`config.mk`:
```
export PLATFORM = sky130hd
export DESIGN_NAME = dsm_decim
export DESIGN_NICKNAME = d
export VERILOG_FILES = /design/src/rtl/dsm_decim.sv
export SDC_FILE = /design/constraint.sdc
export NUM_CORES = 1
export LEC_CHECK = 0
export CORE_MARGIN = 4
export CORE_UTILIZATION = 40
export DETAILED_ROUTE_END_ITERATION = 10
export SLEW_MARGIN = 10
export SYNTH_ARGS = -nofsm -noshare
export SYNTH_HDL_FRONTEND = slang
export SYNTH_SLANG_ARGS = --single-unit
```
`constraint.sdc`:
```
create_clock -name clk -period 11.7 [get_ports clk]
set_clock_uncertainty 0.1 [all_clocks]
set_input_delay 1.17 -clock clk [delete_from_list [all_inputs] [get_ports clk]]
set_output_delay 1.17 -clock clk [all_outputs]
set_load 0.01 [all_outputs]
```
`src/rtl/dsm_decim.sv`:
```
// dsm_decim: third-order CIC decimator recovering signed PCM from a 1-bit
// delta-sigma bitstream.
//
// Optional feature macro: DSM_DECIM_WARMUP_MASK_EN
//   When defined, the first three decoded frames after reset are swallowed
//   (out stays 0, no out_valid) while the filter settles.
//
// Ports:
//   clk        system clock
//   rst        synchronous reset, active-high
//   bit_en     bitstream strobe; bit_in is sampled when high
//   bit_in     modulator bit, 1 -> +1, 0 -> -1
//   out        decoded signed sample, held between updates
//   out_valid  one-cycle pulse marking a new out value
module dsm_decim #(
  parameter int unsigned DATA_WIDTH = 16,
  parameter int unsigned DECIM      = 64,
  parameter int unsigned LOG2D      = $clog2(DECIM)
) (
  input  logic                         clk,
  input  logic                         rst,
  input  logic                         bit_en,
  input  logic                         bit_in,
  output logic signed [DATA_WIDTH-1:0] out,
  output logic                         out_valid
);

  localparam int unsigned W     = 2 + 3 * LOG2D;
  localparam int unsigned Shift = 3 * LOG2D - (DATA_WIDTH - 1);

  // Clamp limits expressed at filter width so the comparison is exact.
  localparam logic signed [W-1:0] YMax = {{(W - DATA_WIDTH + 1){1'b0}}, {(DATA_WIDTH - 1){1'b1}}};
  localparam logic signed [W-1:0] YMin = {{(W - DATA_WIDTH + 1){1'b1}}, {(DATA_WIDTH - 1){1'b0}}};

  logic signed [W-1:0] x;
  logic signed [W-1:0] i1_q, i2_q, i3_q;
  logic signed [W-1:0] d1_q, d2_q, d3_q;
  logic signed [W-1:0] c1, c2, c3, c3_q;
  logic signed [W-1:0] y_shift;
  logic signed [DATA_WIDTH-1:0] y_sat;
  logic [LOG2D-1:0]    cnt_q;
  logic                frame_last;
  logic                frame_done_q;
  logic                comb_valid_q;
  logic                emit;

  assign x          = bit_in ? W'(1) : {W{1'b1}};
  assign frame_last = bit_en && (cnt_q == LOG2D'(DECIM - 1));

  // Combs run at the decimated rate on the registered i3. Wrap-around in the
  // integrators cancels here, so no saturation is needed inside the filter.
  always_comb begin
    c1 = i3_q - d1_q;
    c2 = c1 - d2_q;
    c3 = c2 - d3_q;
  end

  always_comb begin
    y_shift = c3_q >>> Shift;
    if (y_shift > YMax) begin
      y_sat = YMax[DATA_WIDTH-1:0];
    end else if (y_shift < YMin) begin
      y_sat = YMin[DATA_WIDTH-1:0];
    end else begin
      y_sat = y_shift[DATA_WIDTH-1:0];
    end
  end

  always_ff @(posedge clk) begin
    if (rst) begin
      i1_q         <= '0;
      i2_q         <= '0;
      i3_q         <= '0;
      d1_q         <= '0;
      d2_q         <= '0;
      d3_q         <= '0;
      c3_q         <= '0;
      cnt_q        <= '0;
      frame_done_q <= 1'b0;
      comb_valid_q <= 1'b0;
      out          <= '0;
      out_valid    <= 1'b0;
    end else begin
      // Pipelined cascade: every stage adds the pre-edge value of its source.
      if (bit_en) begin
        i1_q  <= i1_q + x;
        i2_q  <= i2_q + i1_q;
        i3_q  <= i3_q + i2_q;
        cnt_q <= cnt_q + LOG2D'(1);
      end
      frame_done_q <= frame_last;
      comb_valid_q <= frame_done_q;
      if (frame_done_q) begin
        d1_q <= i3_q;
        d2_q <= c1;
        d3_q <= c2;
        c3_q <= c3;
      end
      out_valid <= comb_valid_q && emit;
      if (comb_valid_q && emit) begin
        out <= y_sat;
      end
    end
  end

`ifdef DSM_DECIM_WARMUP_MASK_EN
  typedef enum logic [0:0] {StWarm, StRun} state_e;

  state_e     state_q, state_d;
  logic [1:0] warm_q, warm_d;

  always_ff @(posedge clk) begin
    if (rst) begin
      state_q <= StWarm;
      warm_q  <= '0;
    end else begin
      state_q <= state_d;
      warm_q  <= warm_d;
    end
  end

  // Counts decoded frames while warming; the third one hands over to RUN so
  // the fourth frame is the first to reach the output.
  always_comb begin
    state_d = state_q;
    warm_d  = warm_q;
    emit    = 1'b0;
    unique case (state_q)
      StWarm: begin
        if (comb_valid_q) begin
          if (warm_q == 2'd2) begin
            state_d = StRun;
          end else begin
            warm_d = warm_q + 2'd1;
          end
        end
      end
      StRun: begin
        emit = 1'b1;
      end
      default: begin
        state_d = StWarm;
      end
    endcase
  end
`else
  assign emit = 1'b1;
`endif

endmodule

```
After elaboration in Yosys (flattened, before gate mapping)
Cells that the tools add are included.
{"block": "op_classes", "add_sub_neg": 7, "multipliers": 0, "div": 0, "order_cmp": 2, "n_eq_ne": 1, "shift": 0, "mux": 3, "n_bitwise": 0, "reduce_logical": 1}
{"cell": "20-bit adder", "count": 3}
{"cell": "20-bit subtractor", "count": 3}
{"cell": "16-bit 2-to-1 mux", "count": 2}
{"cell": "20-bit 2-to-1 mux", "count": 1}
{"cell": "17-bit by 16-bit greater-than comparator with 1-bit output (second input constant)", "count": 1}
{"cell": "17-bit by 16-bit less-than comparator with 1-bit output (second input constant)", "count": 1}
{"cell": "6-bit by 1-bit adder with 6-bit output (second input constant)", "count": 1}
{"cell": "6-bit == test (second input constant)", "count": 1}
{"cell": "1-bit logical AND", "count": 1}
{"block": "word_totals", "regBits": 165, "latch_bits": 0, "mem_bits_rw": 0, "romBits": 0, "n_memories": 0}

Logic depth before layout (Yosys ltp)
{"block": "logic_depth", "ltp_word": 3, "ltp_mapped": 26, "mapped_depth_nobuf": 26}

Worst setup path before layout
OpenSTA, ideal clock, no wires.
{"block": "synth_path", "kind": "register to register", "from": "reg i3_q[0]", "to": "reg c3_q[18]", "t_arrival_ns": 4.922, "slack_ns": 6.546, "path_stages_with_launch": 24, "path_buffers": 0, "cell_sequence": "dfxtp_1 > inv_1 > ha_1 > inv_1 > fa_1 > a21o_1 > a21oi_1 > xnor2_1 > ha_1 > or2_2 > a21oi_1 > a211oi_1 > or4b_1 > and3_1 > nor2_1 > ha_1 > a21o_1 > a21o_1 > a21oi_1 > a21oi_1 > or3_1 > a21oi_1 > mux2i_1 > o21ai_0"}
{"block": "synth_via", "elab_chain_len": 3}
{"item": "from (decl)", "line_no": "36", "source": "logic signed [W-1:0] i1_q, i2_q, i3_q;"}
{"item": "from (signal assigned)", "line_no": "88", "source": "i3_q <= i3_q + i2_q;"}
{"item": "20-bit subtractor", "line_no": "53", "source": "c1 = i3_q - d1_q;"}
{"item": "named net c1[4]", "line_no": "38", "source": "logic signed [W-1:0] c1, c2, c3, c3_q;"}
{"item": "20-bit subtractor", "line_no": "54", "source": "c2 = c1 - d2_q;"}
{"item": "named net c2[11]", "line_no": "38"}
{"item": "20-bit subtractor", "line_no": "55", "source": "c3 = c2 - d3_q;"}
{"item": "to (signal assigned)", "line_no": "77", "source": "c3_q <= '0;"}
{"item": "to (signal assigned)", "line_no": "97", "source": "c3_q <= c3;"}
{"item": "to (decl)", "line_no": "38"}
The timed path passes the listed nets, and every way through them passes these cells.
A chain may end at the register's enable or synchronous reset.

Worst setup path in the final report
Same ends and word-level chain as after synthesis.

==> metrics.md <==
| Metric | Value |
|---|---|
| Vias in the first global route | 8385 |
| Status | completed |
| Yosys cell types | 66 |
| Main combinational cell family by area after synthesis | simple AND/OR/NAND/NOR gates |
| Post-synth EDFFs | 0 |
| Tmin final | between 5 and 6 ns |
| Worst-path clk slew | ~0.07 ns |
| Hold WS | around 0.34 ns |
| Die X | 175 um |
| Via count of the routed design | 8940 |
| CTS Sinks | ~160 |
| IO buf count | 20 |
| Vias/cell | 5.16 |
| Reg power frac | 0.223 |
| FP Rows | 60 |
| Synth Register Bits | ~160 |
| Remaining antenna violation count after routing | 0 |
| Combinational Power Share | 0.572 |
| Clock power share | 0.205 |
| Total congestion overflow | 0 |
| Reg2Reg Depth | 23 |
| Worst skew pair latency | 0.43 ns |
| Worst setup EP type | register |
| CP Class | register to register |
| CTS Hold Buffers Added | 0 |
| Switch share | 0.415 |
| Post-synthesis async set-or-reset flop share | 0 |
| Sequential fraction of the synthesis area | 0.290 |
| Antenna diodes | 0 |
| Max cap viols | 0 |
| DP Wirelength | approximately 16 mm |
| Die H | 175 um |
| Post-synth top area share | 0.290 |
| DRC viols | 0 |
| Layout cells sized above 1 | 0.0419 |
| CP Launch Type | register |
| Sum of negative setup slack | 0 ns |
| WP data arrival | between 5 and 6 ns |
| Pin count of the biggest net entering global routing | between 100 and 150 |
| Nets | about 1500 |
| Area grow syn2layout | 9.67% |
| WL/cell | around 12 um |
| Slew headroom | 0.408 |
| CP Max Fanout | 5 |
| Simple-gate share of the synthesized area | 0.180 |
| Core Util, Final | 0.450 |
| Mux share of post-synthesis cell area | 0.0931 |
| CTS buffer count | 17 |
| Die area | 30700 um^2 |
| Critical Path RT | between 10 and 15 ns |
| Peak supply drop | approximately 0.00011 V |
| Compound-cell area share of the yosys netlist | 0.178 |
| WL final | roughly 22 mm |
| Post-CTS Resized | 0 |
| Synthesized area | roughly 11000 um^2 |
| Initial antenna violation count | 0 |
| Detailed Routing Iterations Pass 1 | 5 |
| Core area | 27300 um^2 |
| DRT iter0 DRCs | ~340 |
| Slew Limit Fails | 0 |
| P_int | about 1600 uW |
| Post-Syn Instances | about 1400 |
| LEAKAGE | a little under 0.005 uW |
| First-pass GRT wire length | ~38 mm |
| P_sw | around 1100 uW |
| Final period util | 0.486 |
| Pwr dens | ~220 nW/um^2 |
| Top_reg_cell synth | dfxtp_1 |
| Syn avg cell area | roughly 8.2 um^2 |
| Initial Utilization | 0.410 |
| Final Wtd Congestion | about 0.84 |
| Setup repair after global routing missed its margin | no |
| Final setup viols | 0 |
| Slew @ Worst Pin | between 0.8 and 0.9 ns |
| Maximum clock rate | between 150 and 200 MHz |
| Mapped Nets | 1480 |
| Clk buf depth | 2 |
| Synthesis Warnings | 0 |
| Post-Synth Adder-Cell Area | 0.135 |
| CTS tree | done |
| Yosys top cell by area | dfxtp_1 |
| H-tree depth | 4 |
| Worst hold path stage count | 2 |
| Root buf cell | clkbuf_16 |
| Synth top area cells | dfxtp_1 (29%), ha_1 (13%), mux2i_1 (9.3%) |
| Post-CTS setup buffers | 0 |
| Xor/xnor share of the synthesized area | 0.0741 |
| Num ports | 21 |
| GRT Total Usage | 0.144 |
| Final hold viol count | 0 |
| # fillers | between 2000 and 3000 |
| HP Class | register to register |
## cell type report
class	count	area, um^2	share of cell area
Clock buffer	17	425	0.0347
Clock inverter	15	165	0.0135
Inverter	92	345	0.0282
Multi-Input combinational cell	1051	7390	0.603
Sequential cell	162	3250	0.265
Tap cell	372	465	0.0380
Timing Repair Buffer	23	221	0.0181
## metal layers
| layer | up-vias | share of wire | track usage |
|---|---|---|---|
| met5 | - | 0 | 0 |
| met4 | 0 | 0.017 | 0.0426 |
| met1 | 4062 | 0.50 | 0.187 |
| met3 | 23 | 0.021 | 0.0262 |
| li1 | 4772 | - | - |
| met2 | 83 | 0.47 | 0.246 |
## worst max-delay path: stages, from the launching register on
cell      delay [ns]
dfxtp_1         0.35
inv_1           0.07
ha_1            0.16
inv_1           0.05
fa_1            0.40
a21o_1          0.19
a21oi_1         0.28
xnor2_1         0.19
ha_1            0.30
or2_2           0.29
a21oi_1         0.20
a211oi_1        0.12
or4b_1          0.59
and3_1          0.19
nor2_1          0.15
ha_1            0.32
a21o_1          0.23
a21o_1          0.20
a21oi_1         0.19
a21oi_1         0.12
or3_1           0.39
a21oi_1         0.19
mux2i_1         0.19
o21ai_0         0.09
## cell usage in the layout, fill, tap and decap left out, types with 9 or more instances in the layout
| cell type | netlist | final |
|---|---|---|
| xor2_1 | 21 | 21 |
| or3_1 | 16 | 16 |
| nand3_1 | 32 | 32 |
| ha_1 | 113 | 113 |
| and3_1 | 14 | 14 |
| a21o_1 | 21 | 21 |
| o211ai_1 | 23 | 23 |
| nor3_1 | 39 | 39 |
| o21a_1 | 14 | 14 |
| o21bai_1 | 14 | 14 |
| nor2_1 | 199 | 199 |
| nand2_1 | 70 | 70 |
| o31ai_1 | 9 | 9 |
| clkdlybuf4s50_1 | 0 | 18 |
| dfxtp_1 | 162 | 161 |
| clkbuf_16 | 0 | 17 |
| mux2i_1 | 104 | 104 |
| o21ai_0 | 48 | 48 |
| inv_1 | 92 | 92 |
| a211oi_1 | 20 | 20 |
| nand2b_1 | 17 | 17 |
| a21oi_1 | 82 | 82 |
| xnor2_1 | 71 | 71 |
| nor2b_1 | 16 | 16 |
## logic make-up (layout without fill, tap and decap cells)
| family | after synthesis | count (layout) |
|---|---|---|
| and+or+nand+nor | 439 | 439 |
| AOI/OAI and AO/OA | 297 | 297 |
| DFF | 162 | 162 |
| buffers and inverters | 145 | 147 |
| adders and majority gates | 118 | 118 |
| muxes | 104 | 104 |
| xor gates and xnor gates | 93 | 93 |
## stage by stage
stage | setup slack, ns | instance area, um^2 | power [uW] | cells
finish | 6.02 | 12300 | 2740 | 1732
global route | 5.64 | 12300 | 3010 | 1732
CTS | 6.01 | 12300 | 2770 | 1732
detailed placement | 6.05 | 11700 | 2200 | 1700
global placement | 6.14 | 11700 | 2170 | 1700
floorplan | 6.55 | 11200 | 1930 | 1358
## power by group through the flow
stage | Clock (uW) | Sequential (uW) | Combinational [uW]
final | 562 | 610 | 1570
after global routing | 605 | 616 | 1780
after CTS | 580 | 611 | 1580
after detailed placement | 0 | 623 | 1570
after global placement | 0 | 622 | 1550
after floorplan | 0 | 613 | 1320
## flip-flops by register name, summed over array words and instances, names as in the netlist
name / flops
d1_q: 20
d2_q: 20
d3_q: 20
i1_q: 20
i2_q: 20
i3_q: 20
c3_q: 17
out: 16
cnt_q: 6
comb_valid_q: 1
frame_done_q: 1
out_valid: 1
## worst paths after layout
path | startpoint | endpoint | slack, ns
max | i3_q[0] | c3_q[18] | 6.02
max reg2reg | i3_q[0] | c3_q[18] | 6.02
min | cnt_q[5] | frame_done_q | 0.34
min reg2reg | cnt_q[5] | frame_done_q | 0.34
## cell usage after synthesis, types with 5 or more instances
cell type	n
nor2_1	199
dfxtp_1	162
ha_1	113
mux2i_1	104
inv_1	92
a21oi_1	82
xnor2_1	71
nand2_1	70
o21ai_0	48
nor3_1	39
clkbuf_1	36
nand3_1	32
o211ai_1	23
a21o_1	21
xor2_1	21
a211oi_1	20
nand2b_1	17
buf_1	16
nor2b_1	16
or3_1	16
and3_1	14
o21a_1	14
o21bai_1	14
o31ai_1	9
a31oi_1	7
nand4_1	7
o22ai_1	7
or2_2	7
a211o_1	6
a21boi_0	6
fa_1	5
(Power assumes the default switching activity.)
